## src/rtl/par_fifo_mem.sv

```systemverilog
// Word storage with a PAR_WRITE-wide write port and a PAR_READ-wide combinational read port.
// Writes take effect at the clock edge, reads have zero latency, and all indices wrap modulo BUFFER_DEPTH.
module par_fifo_mem #(
  parameter int ADDR_WIDTH   = 4,
  parameter int BUFFER_WIDTH = 16,
  parameter int BUFFER_DEPTH = 8,
  parameter int PAR_READ     = 1,
  parameter int PAR_WRITE    = 4
) (
  input  logic                              clk,
  input  logic                              wr_vld,
  input  logic [ADDR_WIDTH-1:0]             wr_base,
  input  logic [PAR_WRITE*BUFFER_WIDTH-1:0] wr_dat,
  input  logic [ADDR_WIDTH-1:0]             rd_base,
  output logic [PAR_READ*BUFFER_WIDTH-1:0]  rd_dat
);
  localparam int IW = (BUFFER_DEPTH > 1) ? $clog2(BUFFER_DEPTH) : 1;

  logic [BUFFER_WIDTH-1:0] mem [BUFFER_DEPTH];

  function automatic logic [IW-1:0] slot(input logic [ADDR_WIDTH-1:0] base, input int off);
    return IW'((int'(base) + off) % BUFFER_DEPTH);
  endfunction

  // Storage carries no reset; occupancy tracking decides what is valid.
  always_ff @(posedge clk) begin
    if (wr_vld) begin
      for (int i = 0; i < PAR_WRITE; i++) begin
        mem[slot(wr_base, i)] <= wr_dat[i*BUFFER_WIDTH +: BUFFER_WIDTH];
      end
    end
  end

  always_comb begin
    rd_dat = '0;
    for (int j = 0; j < PAR_READ; j++) begin
      rd_dat[j*BUFFER_WIDTH +: BUFFER_WIDTH] = mem[slot(rd_base, j)];
    end
  end
endmodule

```

## src/rtl/par_fifo_buf.sv

```systemverilog
// Circular FIFO that takes PAR_WRITE words per write and delivers PAR_READ show-ahead words per read. Data is visible on dout the cycle after the write.
// Backpressure: buffer_ready and ready_out gate acceptance. Requests made while the matching flag is low are dropped without any state change.
module par_fifo_buf #(
  parameter int ADDR_WIDTH   = 4,
  parameter int BUFFER_WIDTH = 16,
  parameter int BUFFER_DEPTH = 8,
  parameter int PAR_READ     = 1,
  parameter int PAR_WRITE    = 4
) (
  input  logic                              clk,
  input  logic                              rstn,
  input  logic                              ren,
  input  logic                              wen,
  input  logic [PAR_WRITE*BUFFER_WIDTH-1:0] din,
  output logic                              buffer_ready,
  output logic                              ready_out,
  output logic [PAR_READ*BUFFER_WIDTH-1:0]  dout
);
  localparam int CW = $clog2(BUFFER_DEPTH + 1);
  localparam logic [CW-1:0] WR_MAX = CW'(BUFFER_DEPTH - PAR_WRITE);
  localparam logic [CW-1:0] WR_INC = CW'(PAR_WRITE);
  localparam logic [CW-1:0] RD_DEC = CW'(PAR_READ);

  logic [ADDR_WIDTH-1:0] wp;
  logic [ADDR_WIDTH-1:0] rp;
  logic [CW-1:0]         cnt;
  logic                  wr_acc;
  logic                  rd_acc;

  function automatic logic [ADDR_WIDTH-1:0] ptr_adv(input logic [ADDR_WIDTH-1:0] p, input int n);
    return ADDR_WIDTH'((int'(p) + n) % BUFFER_DEPTH);
  endfunction

  // Both flags come from the pre-edge count, so a same-cycle read never frees room for a write.
  assign buffer_ready = (cnt <= WR_MAX);
  assign ready_out    = (cnt >= RD_DEC);
  assign wr_acc       = wen && buffer_ready;
  assign rd_acc       = ren && ready_out;

  always_ff @(posedge clk or negedge rstn) begin
    if (!rstn) begin
      wp  <= '0;
      rp  <= '0;
      cnt <= '0;
    end else begin
      if (wr_acc) wp <= ptr_adv(wp, PAR_WRITE);
      if (rd_acc) rp <= ptr_adv(rp, PAR_READ);
      cnt <= cnt + (wr_acc ? WR_INC : '0) - (rd_acc ? RD_DEC : '0);
    end
  end

  par_fifo_mem #(
    .ADDR_WIDTH  (ADDR_WIDTH),
    .BUFFER_WIDTH(BUFFER_WIDTH),
    .BUFFER_DEPTH(BUFFER_DEPTH),
    .PAR_READ    (PAR_READ),
    .PAR_WRITE   (PAR_WRITE)
  ) u_mem (
    .clk    (clk),
    .wr_vld (wr_acc),
    .wr_base(wp),
    .wr_dat (din),
    .rd_base(rp),
    .rd_dat (dout)
  );
endmodule

```

## config.mk

```make
export PLATFORM = sky130hd
export DESIGN_NAME = par_fifo_buf
export DESIGN_NICKNAME = d
export VERILOG_FILES = /design/src/rtl/par_fifo_mem.sv /design/src/rtl/par_fifo_buf.sv
export SDC_FILE = /design/constraint.sdc
export NUM_CORES = 1
export LEC_CHECK = 0
export BUFFER_PORTS_ARGS = -buffer_cell sky130_fd_sc_hd__buf_2
export CORE_MARGIN = 2
export CORE_UTILIZATION = 50
export CTS_CLUSTER_DIAMETER = 30
export DETAILED_ROUTE_END_ITERATION = 12
export MAX_ROUTING_LAYER = met4
export PLACE_DENSITY_LB_ADDON = 0.25
export SLEW_MARGIN = 10
export SYNTH_ARGS = -nofsm -noshare
export SYNTH_HDL_FRONTEND = slang
export SYNTH_SLANG_ARGS = --single-unit
export TNS_END_PERCENT = 5
```

## constraint.sdc

```tcl
create_clock -name clk -period 3.5 [get_ports clk]
set_input_delay 0.35 -clock clk [delete_from_list [all_inputs] [get_ports clk]]
set_output_delay 0.35 -clock clk [all_outputs]
set_load 0.1 [all_outputs]
```

# Word level (Yosys, flattened, before mapping)
# Memory sizes are Yosys's and may differ from the RTL's.
# Cells that the tools add are included.
# word_totals
reg_bits,10
mem_bits_rw,128
input_bits,68
output_inout_bits,18
word_cells,19
memories,1
# memory_table
memory,words,width,read_ports,rd_ports_with_merged_regs,write_ports,line,rtl
u_mem.mem,8,16,1,0,4,par_fifo_mem.sv:19,logic [BUFFER_WIDTH-1:0] mem [BUFFER_DEPTH];
# op_classes
n_addsub,7
order_cmp,2
muxes,4
reduce_logical,2
# ops
op,count
$add A3 B1 Y3 const B,2
$add A3 B2 Y3 const B,2
$add A4 B3 Y4,1
$ge A4 B1 Y1 const B,1
$le A4 B3 Y1 const B,1
$sub A4 B1 Y4,1
$add A3 B3 Y3 const B,1
$mux W1,3
$mux W3,1
$logic_and A1 B1 Y1,2

# Longest topological paths before layout
# Gate-level depths: netlist of the first run.
# logic_depth
word_depth,5
depth_mapped,10
mapped_depth_nobuf,10

# By module
# A second synthesis of the first run with hierarchy kept.
# hier_totals
hier_cells,936
hier_area_um2,9555.4
# modules_own_cells
module,instances,cells_each,area_per_inst_um2,seq_area_each_um2
par_fifo_mem,1,901,9143.8,3843.7
par_fifo_buf,1,35,411.6,200.2

# Worst setup path before layout of the first run
# Ideal clock, no wire load.
# synth_path
path_type,register to register
startpoint,register cnt[1]
endpoint,"memory u_mem.mem[0][0], enable pin"
setup_ns,0.486
arrival_time_ns,3.405
t_required_ns,3.014
setup_slack_ns,-0.392
path_stages_with_launch,4
path_buffers,0
period_less_slack_ns,3.892
path_cell_list,dfrtp_1 > o21ai_0 > nand2_1 > nor2_1
# synth_rtl
item,line,rtl
from (decl),par_fifo_buf.sv:26,logic [CW-1:0] cnt;
from (signal assigned),par_fifo_buf.sv:48,cnt <= cnt + (wr_acc ? WR_INC : '0) - (rd_acc ? RD_DEC : '0);
to (decl),par_fifo_mem.sv:19,

# Worst setup path after layout of the first run
# layout_path
startpoint,register rp[0]
endpoint,output port dout[8]
# layout_via
elab_chain_len,1
# layout_rtl
item,line,rtl
from (decl),par_fifo_buf.sv:25,logic [ADDR_WIDTH-1:0] rp;
from (signal assigned),par_fifo_buf.sv:47,"if (rd_acc) rp <= ptr_adv(rp, PAR_READ);"
$mem_v2 Z8 W16,-,
to (decl),par_fifo_buf.sv:17,output logic [PAR_READ*BUFFER_WIDTH-1:0] dout
# No other way between the ends.

==> metrics, run 1 <==
most frequent cell after synthesis=sky130_fd_sc_hd__edfxtp_1; number of buffers created by CTS=17; sum of net half-perimeters after detailed placement=5.741 mm; Critical Path Max Stage Delay=0.71 ns; FF+latch area=0.004045 mm^2; final number of setup-violating endpoints=0; top-area cell type share of the netlist area=72.33%; category of the worst setup path capture point=primary output; buffer levels on the longest clock path=2; Boundary Pins=86; layout filler cell count=727; width of the die=107.1 um; Setup crit start kind=register; share of final-layout standard cells stronger than drive strength 1=42.73%; Synth area leaders=sky130_fd_sc_hd__edfxtp_1, sky130_fd_sc_hd__mux4_1, sky130_fd_sc_hd__dfrtp_1, sky130_fd_sc_hd__mux2_2, sky130_fd_sc_hd__mux4_2; worst-path cell with the longest stage delay=sky130_fd_sc_hd__dfrtp_2; fraction of synthesized cell area in xor and xnor cells=0.8241%; crit path capture=dout[8]; cell area after synthesis=0.005314 mm^2; DR vias=2554; number of detailed-routing iterations run before antenna repair=4; main combinational cell family by area after synthesis=multiplexers; cell count after synthesis=222; pin count of the biggest net entering global routing=35; final number of max-transition violations=0; Register-to-Register Setup Slack=1.13 ns; Final #Nets=404; adder-cell share of the synthesized area=1.319%; H-tree level count=4; WS Path Type=reg2out; clock tree from TritonCTS=built; wire length of the first global-routing pass=13.72 mm; number of enable-type register cells in the synthesized netlist=128; Vias/cell=5.299; result of the run=finished, final reports clean; mux contribution to synthesized area=18.93%; count of yosys warnings during synthesis=0; arrival time of the worst setup path=2.62 ns; drt first-iter violations=100; critical-path maximum fanout=18; net count after synthesis=295; Seq cells post-synth=136; final WL=8.887 mm; area grow syn2layout=23.85%; Die H=107.1 um; Initial Util=51.47%; CTS Root Cell=sky130_fd_sc_hd__clkbuf_8; gr ovfl total=0; cell type contributing the most total cell area after synthesis=sky130_fd_sc_hd__edfxtp_1; Worst Setup Slack, final=0.5263 ns; Worst Clk Skew=0.006164 ns; clock latency on the worst-skew pair=0.51 ns; Max Fclk=0.3363 GHz; area fraction in compound gates after synthesis=0.09418%; post-route core utilization=63.75%; pin slew with the least headroom to its limit=0.9259 ns; r2r endpoint=cnt[3]; beginning of the worst register-to-register path=cnt[1]; required arrival time at the worst endpoint=3.15 ns; final worst path period share=84.96%; Clock Sinks=136; Setup TNS Final=0 ns; Hold Vio Cnt, Final=0; vias in the first global route=2683; clock-pin slew on the worst setup and hold paths=0.06 ns; worst slew margin relative to its limit=38.28%; initial antenna violation count=1; number of max-capacitance violations reported=0; area of the placeable core=0.01032 mm^2; drc violations=0; fraction of registers with async set or reset after synthesis=5.882%; final weighted congestion in routability-driven placement=0.7256; Avg Cell Area, Syn=23.94 um^2; final critical path time including I/O delays and setup=2.974 ns; reg2reg path depth=10; primary flip-flop cell chosen by synthesis mapping=sky130_fd_sc_hd__edfxtp_1; floorplan die area=0.01147 mm^2; Cell variety after synth=22; sequential area share after synthesis=76.10%; count of standard-cell rows=37; setup slack after placement=1.017 ns; series of cell instances along the critical path=buf_12, mux4_1, mux2_2, buf_2; Post-synth top cells=sky130_fd_sc_hd__edfxtp_1, sky130_fd_sc_hd__mux4_1, sky130_fd_sc_hd__mux2_2; DR WL/cell=18.44 um; number of antenna-violating nets in the routed design=0; setup repair after global routing missed its margin=no; Multi-input gate area=0.001176 mm^2; count of input and output buffers=85; worst min path class=in2reg; Overall Global Routing Usage=17.27%; Post-Synth Simple-Gate Area=0.8006%; origin of the worst setup path=rp[0]
-- how the worst min path moves through the flow --
stage / startpoint / depth (start not counted) / to / slack [ns]
6_report: din[10] / 1 / u_mem.mem[4][10] / 0.03
5_1_grt: din[30] / 1 / u_mem.mem[1][14] / 0.0003
4_1_cts: din[50] / 1 / u_mem.mem[7][2] / 0.003
3_5_place_dp: rstn / 1 / wp[2] / 0.21
3_3_place_gp: rstn / 1 / cnt[3] / 0.20
2_1_floorplan: rstn / 0 / cnt[0] / 0.05
-- stage by stage --
step,cell area (um^2),instances,hold slack (ns)
5_1_grt,6579,481,0.0003332
2_1_floorplan,5316,222,0.05441
6_report,6581,482,0.02718
4_1_cts,6486,471,0.002518
3_5_place_dp,5909,438,0.2060
3_3_place_gp,5909,438,0.2049
-- state kept, by name, summed over array words and instances, names as in the netlist --
signal	count
wp	1
u_mem.mem	128
cnt	4
rp	3
-- layout make-up --
type,count,share of cell area [%]
Antenna cell,2,0.07605
Sequential cell,136,61.46
Clock inverter,13,2.205
Clock buffer,19,6.407
Inverter,8,0.4563
Multi-Input combinational cell,68,17.87
Tap cell,136,2.586
Timing Repair Buffer,100,8.935
-- critical path: cells and delay by family (launching register included) --
family | cells | cell delay [ns]
mux | 2 | 0.85
flops | 1 | 0.71
buf+inv | 2 | 0.54
-- cell families after synthesis --
family | count (synthesis)
flip-flops | 136
AO/OA/AOI/OAI | 1
XOR/XNOR | 5
AND/OR/NAND/NOR | 8
buffers and inverters | 18
adder cells (fa/ha/maj) | 5
multiplexers | 49
-- cells in the final DEF, fill, tap and decap left out, drive strengths merged --
cell	Yosys	final
nor2	1	1
diode	0	2
nand3	1	1
clkbuf	2	19
clkinvlp	0	3
nand2	2	2
nor2b	2	2
or4	1	1
fa	1	1
xor2	1	1
inv	8	11
xnor2	4	4
and3	1	1
mux4	32	32
mux2	17	17
dlygate4sd3	0	10
ha	4	4
dfrtp	8	8
edfxtp	128	128
o21ai	1	1
buf	8	90
bufinv	0	2
clkinv	0	5
-- metal layers --
metal,global-route usage (%),share of wire [%],vias to the layer above
met5,-,0,-
met4,5.844,0.87,0
met3,6.991,5.7,9
met2,27.31,51,77
met1,20.28,43,1299
li1,-,-,1169
-- what timing repair did --
| item | in CTS | in global routing |
|---|---|---|
| endpoints found under the setup margin | 0 | 0 |
| hold buffers | 1 | 9 |
| buffers inserted | 0 | 0 |
| hold endpoints to repair | 8 | 18 |
| resized for setup | 0 | 0 |
Power of run 1 is left out: the tool's default activity adds up to more than one toggle a clock period on the data nets, which glitch-free logic cannot reach.
==> run 2: changes to the inputs <==
--- a/config.mk
+++ b/config.mk
@@ -5,6 +5,7 @@
 export SDC_FILE = /design/constraint.sdc
 export NUM_CORES = 1
 export LEC_CHECK = 0
+export ABC_AREA = 1
 export BUFFER_PORTS_ARGS = -buffer_cell sky130_fd_sc_hd__buf_2
 export CORE_MARGIN = 2
 export CORE_UTILIZATION = 50
==> constraint.sdc (replaced) <==
create_clock -name clk -period 2.6 [get_ports clk]
set_input_delay 0.26 -clock clk [delete_from_list [all_inputs] [get_ports clk]]
set_output_delay 0.26 -clock clk [all_outputs]
set_load 0.1 [all_outputs]
==> run 2 against run 1 <==
Die area grew 14%; cell area grew 9.2%; worst hold slack gained 0.0034 ns; critical path depth grew 4; synthesized cell count grew to 2.7 times the previous value; via count grew 60%; final cell count grew 77%; critical endpoint is now dout[11].
==> metrics, run 2 <==
Biggest register=u_mem.mem; top-area cell type share of the netlist area=63.09% (-9.2 points); primary flip-flop cell chosen by synthesis mapping=sky130_fd_sc_hd__edfxtp_1; global-route met1 utilization=24.92% (+4.6 points); setup slack after placement=0.4662 ns (-0.5509 ns); required arrival time at the worst endpoint=2.34 ns (-0.81 ns); stages on the worst setup path=8 (+4); critical path's most frequent cell=sky130_fd_sc_hd__nand2_1; global routing met3 resource utilization=5.558% (-1.4 points); Seq cells post-synth=136 (unchanged); Cell variety after synth=17 (-23%); final WL=11.61 mm (+31%); FF+latch area=0.004045 mm^2 (unchanged); final instance area=0.007187 mm^2 (+9.2%); Critical Path Max Stage Delay=0.51 ns (-0.20 ns); cell type contributing the most total cell area after synthesis=sky130_fd_sc_hd__edfxtp_1; Post-synth top cells=sky130_fd_sc_hd__nand2_1, sky130_fd_sc_hd__inv_1, sky130_fd_sc_hd__edfxtp_1; drt first-iter violations=387 (+290%); CTS Root Cell=sky130_fd_sc_hd__clkbuf_16; buffer count from post-CTS setup fixing=0 (unchanged); number of enable-type register cells in the synthesized netlist=128 (unchanged); number of antenna-violating nets in the routed design=0 (unchanged); floorplan die area=0.01308 mm^2 (+14%); Register-to-Register Setup Slack=0.48 ns (-0.65 ns); DR WL/cell=13.62 um (-26%); number of max-capacitance violations reported=0 (unchanged); beginning of the worst register-to-register path=cnt[3]; final weighted congestion in routability-driven placement=0.8097 (+12%); leading cell type in the layout, fill and taps excluded=sky130_fd_sc_hd__nand2_1; sequential area share after synthesis=66.38% (-9.7 points); clock latency on the worst-skew pair=0.42 ns (-0.09 ns); critical-path maximum fanout=46 (+28); area of the placeable core=0.01196 mm^2 (+16%); Setup crit start kind=register; pin count of the biggest net entering global routing=65 (+86%); fraction of registers with async set or reset after synthesis=5.882% (unchanged); result of the run=finished, final reports clean; Worst Setup Slack, final=0.1473 ns (-0.3790 ns); placed standard-cell area=0.006586 mm^2 (+11%); r2r endpoint=cnt[3]; sum of buffers and inverters on the critical path=3 (+1); initial antenna violation count=1 (unchanged); routing layer with the top usage in global route=met2; Setup TNS Final=0 ns (unchanged); final number of max-transition violations=0 (unchanged); count of input and output buffers=85 (unchanged); count of yosys warnings during synthesis=0 (unchanged); crit path capture=dout[11]; H-tree level count=4 (unchanged); biggest regs=u_mem.mem x128, cnt x4, rp x3; Worst Clk Skew=0.01176 ns (+0.005600 ns); Synth area leaders=sky130_fd_sc_hd__edfxtp_1, sky130_fd_sc_hd__nand2_1, sky130_fd_sc_hd__inv_1, sky130_fd_sc_hd__nand3_1, sky130_fd_sc_hd__dfrtp_1; Initial Util=50.93% (-0.54 points); series of cell instances along the critical path=inv_2, buf_12, nand2_1, nand3_1, nand2_1, nand2_1, nand2_1, buf_2; final critical path time including I/O delays and setup=2.453 ns; clock tree from TritonCTS=built; most frequent cells in the layout=sky130_fd_sc_hd__nand2_1, sky130_fd_sc_hd__inv_1, sky130_fd_sc_hd__edfxtp_1; pin slew with the least headroom to its limit=0.6903 ns (-0.2356 ns); setup repair after global routing missed its margin=yes; worst-path cell with the longest stage delay=sky130_fd_sc_hd__dfrtp_2; Avg Cell Area, Syn=10.15 um^2 (-58%); final worst path period share=94.33%; sum of net half-perimeters after detailed placement=7.245 mm (+26%); Max Fclk=0.4077 GHz; Hold Vio Cnt, Final=0 (unchanged); drc violations=0 (unchanged); Vias/cell=4.788 (-9.6%); Die H=114.4 um (+6.8%); number of detailed-routing iterations run before antenna repair=5 (+1); wire length of the first global-routing pass=18.71 mm (+36%); Final #Nets=763 (+89%); layout filler cell count=974 (+34%); worst min path class=in2reg; reg2reg path depth=11 (+1); width of the die=114.4 um (+6.8%); category of the worst setup path capture point=primary output; clock-pin slew on the worst setup and hold paths=0.05 ns (about the same); cell type group with the largest total delay on the critical path=buffers and inverters; DR vias=4079 (+60%); count of standard-cell rows=40 (+8.1%); gr ovfl total=0 (unchanged); cell count after synthesis=600 (+170%); worst slew margin relative to its limit=53.93% (+16 points); vias in the first global route=3861 (+44%); startpoint of the tightest hold check path=din[51]; area grow syn2layout=17.97%; max reg flops=128 (unchanged); final number of setup-violating endpoints=0 (unchanged); Multi-input gate area=0.001286 mm^2 (+9.4%); buffer levels on the longest clock path=2 (unchanged); Overall Global Routing Usage=19.74% (+2.5 points); origin of the worst setup path=rp[0]; WS Path Type=reg2out; most frequent cell after synthesis=sky130_fd_sc_hd__nand2_1; Boundary Pins=86 (unchanged); arrival time of the worst setup path=2.19 ns (-0.43 ns); net count after synthesis=673 (+130%); cell area after synthesis=0.006092 mm^2 (+15%); Clock Sinks=136 (unchanged); met2 usage in global routing=30.18% (+2.9 points); share of final-layout standard cells stronger than drive strength 1=17.78% (-25 points); number of buffers created by CTS=17 (unchanged)
run 2: cell count changes in the layout (fill, tap and decap cells not counted), sizes merged, moves of 3 or more:
cell / previous run / this run
buf: 90 / 84
mux4: 32 / 0
nand3: 1 / 65
inv: 11 / 142
clkbuf: 19 / 39
dlygate4sd3: 10 / 1
mux2: 17 / 0
clkinv: 5 / 2
nand2: 2 / 219
run 2: what timing repair did:
| action | 4_1_cts | 5_1_grt |
|---|---|---|
| endpoints found under the hold margin | 8 | 0 |
| gates resized for setup | 0 | 10 |
| endpoints found under the setup margin | 0 | 10 |
| hold buffers | 1 | 0 |
run 2: worst reg2reg max path, delay by kind of cell, from the launching register on:
family                   cells  cell delay, ns
XOR/XNOR                     2            0.36
adder cells (fa/ha/maj)      3            0.68
buffers and inverters        3            0.18
flip-flops                   1            0.40
AND/OR/NAND/NOR              3            0.43
run 2: layout make-up:
class,count,share of cell area [%]
diodes,2,0.06964
clock buffers,29,7.242
clock inverters,3,0.5571
inverters,143,7.521
multi-input cells,297,17.90
flip-flops and latches,136,56.28
well taps,147,2.559
repair buffers,95,7.869
run 2: through the flow:
step                util (%)  instances  hold WS [ns]
global route           60.06        851       0.01498
detailed placement     55.06        817        0.1220
global placement       55.06        817        0.1095
finish                 60.08        852       0.03059
CTS                    59.83        850       0.01305
floorplan                  -        600      -0.03559
run 2: routing by layer:
| layer | wire length (um) | up-vias |
|---|---|---|
| met1 | 5135 | 1904 |
| li1 | - | 2038 |
| met3 | 702 | 15 |
| met5 | 0 | - |
| met4 | 182 | 0 |
| met2 | 5584 | 122 |
run 2: how the worst min path moves through the flow:
stage,end,slack (ns),cells past startpoint
floorplan,cnt[0],-0.04,0
global placement,cnt[3],0.11,1
detailed placement,cnt[3],0.12,1
CTS,u_mem.mem[7][14],0.01,1
global route,u_mem.mem[3][3],0.01,1
finish,u_mem.mem[3][3],0.03,1
run 2: kinds of logic (layout without fill, tap and decap cells):
logic type	after synthesis	after routing	synth area share, %
compound gates	1	1	0.08207
xor+xnor	4	4	0.5752
fa+ha+maj	5	5	1.150
buf+inv	167	270	12.80
flops	136	136	66.38
other cells	0	2	0
simple gates	287	287	19.02
Power of run 2 is left out for the same reason.
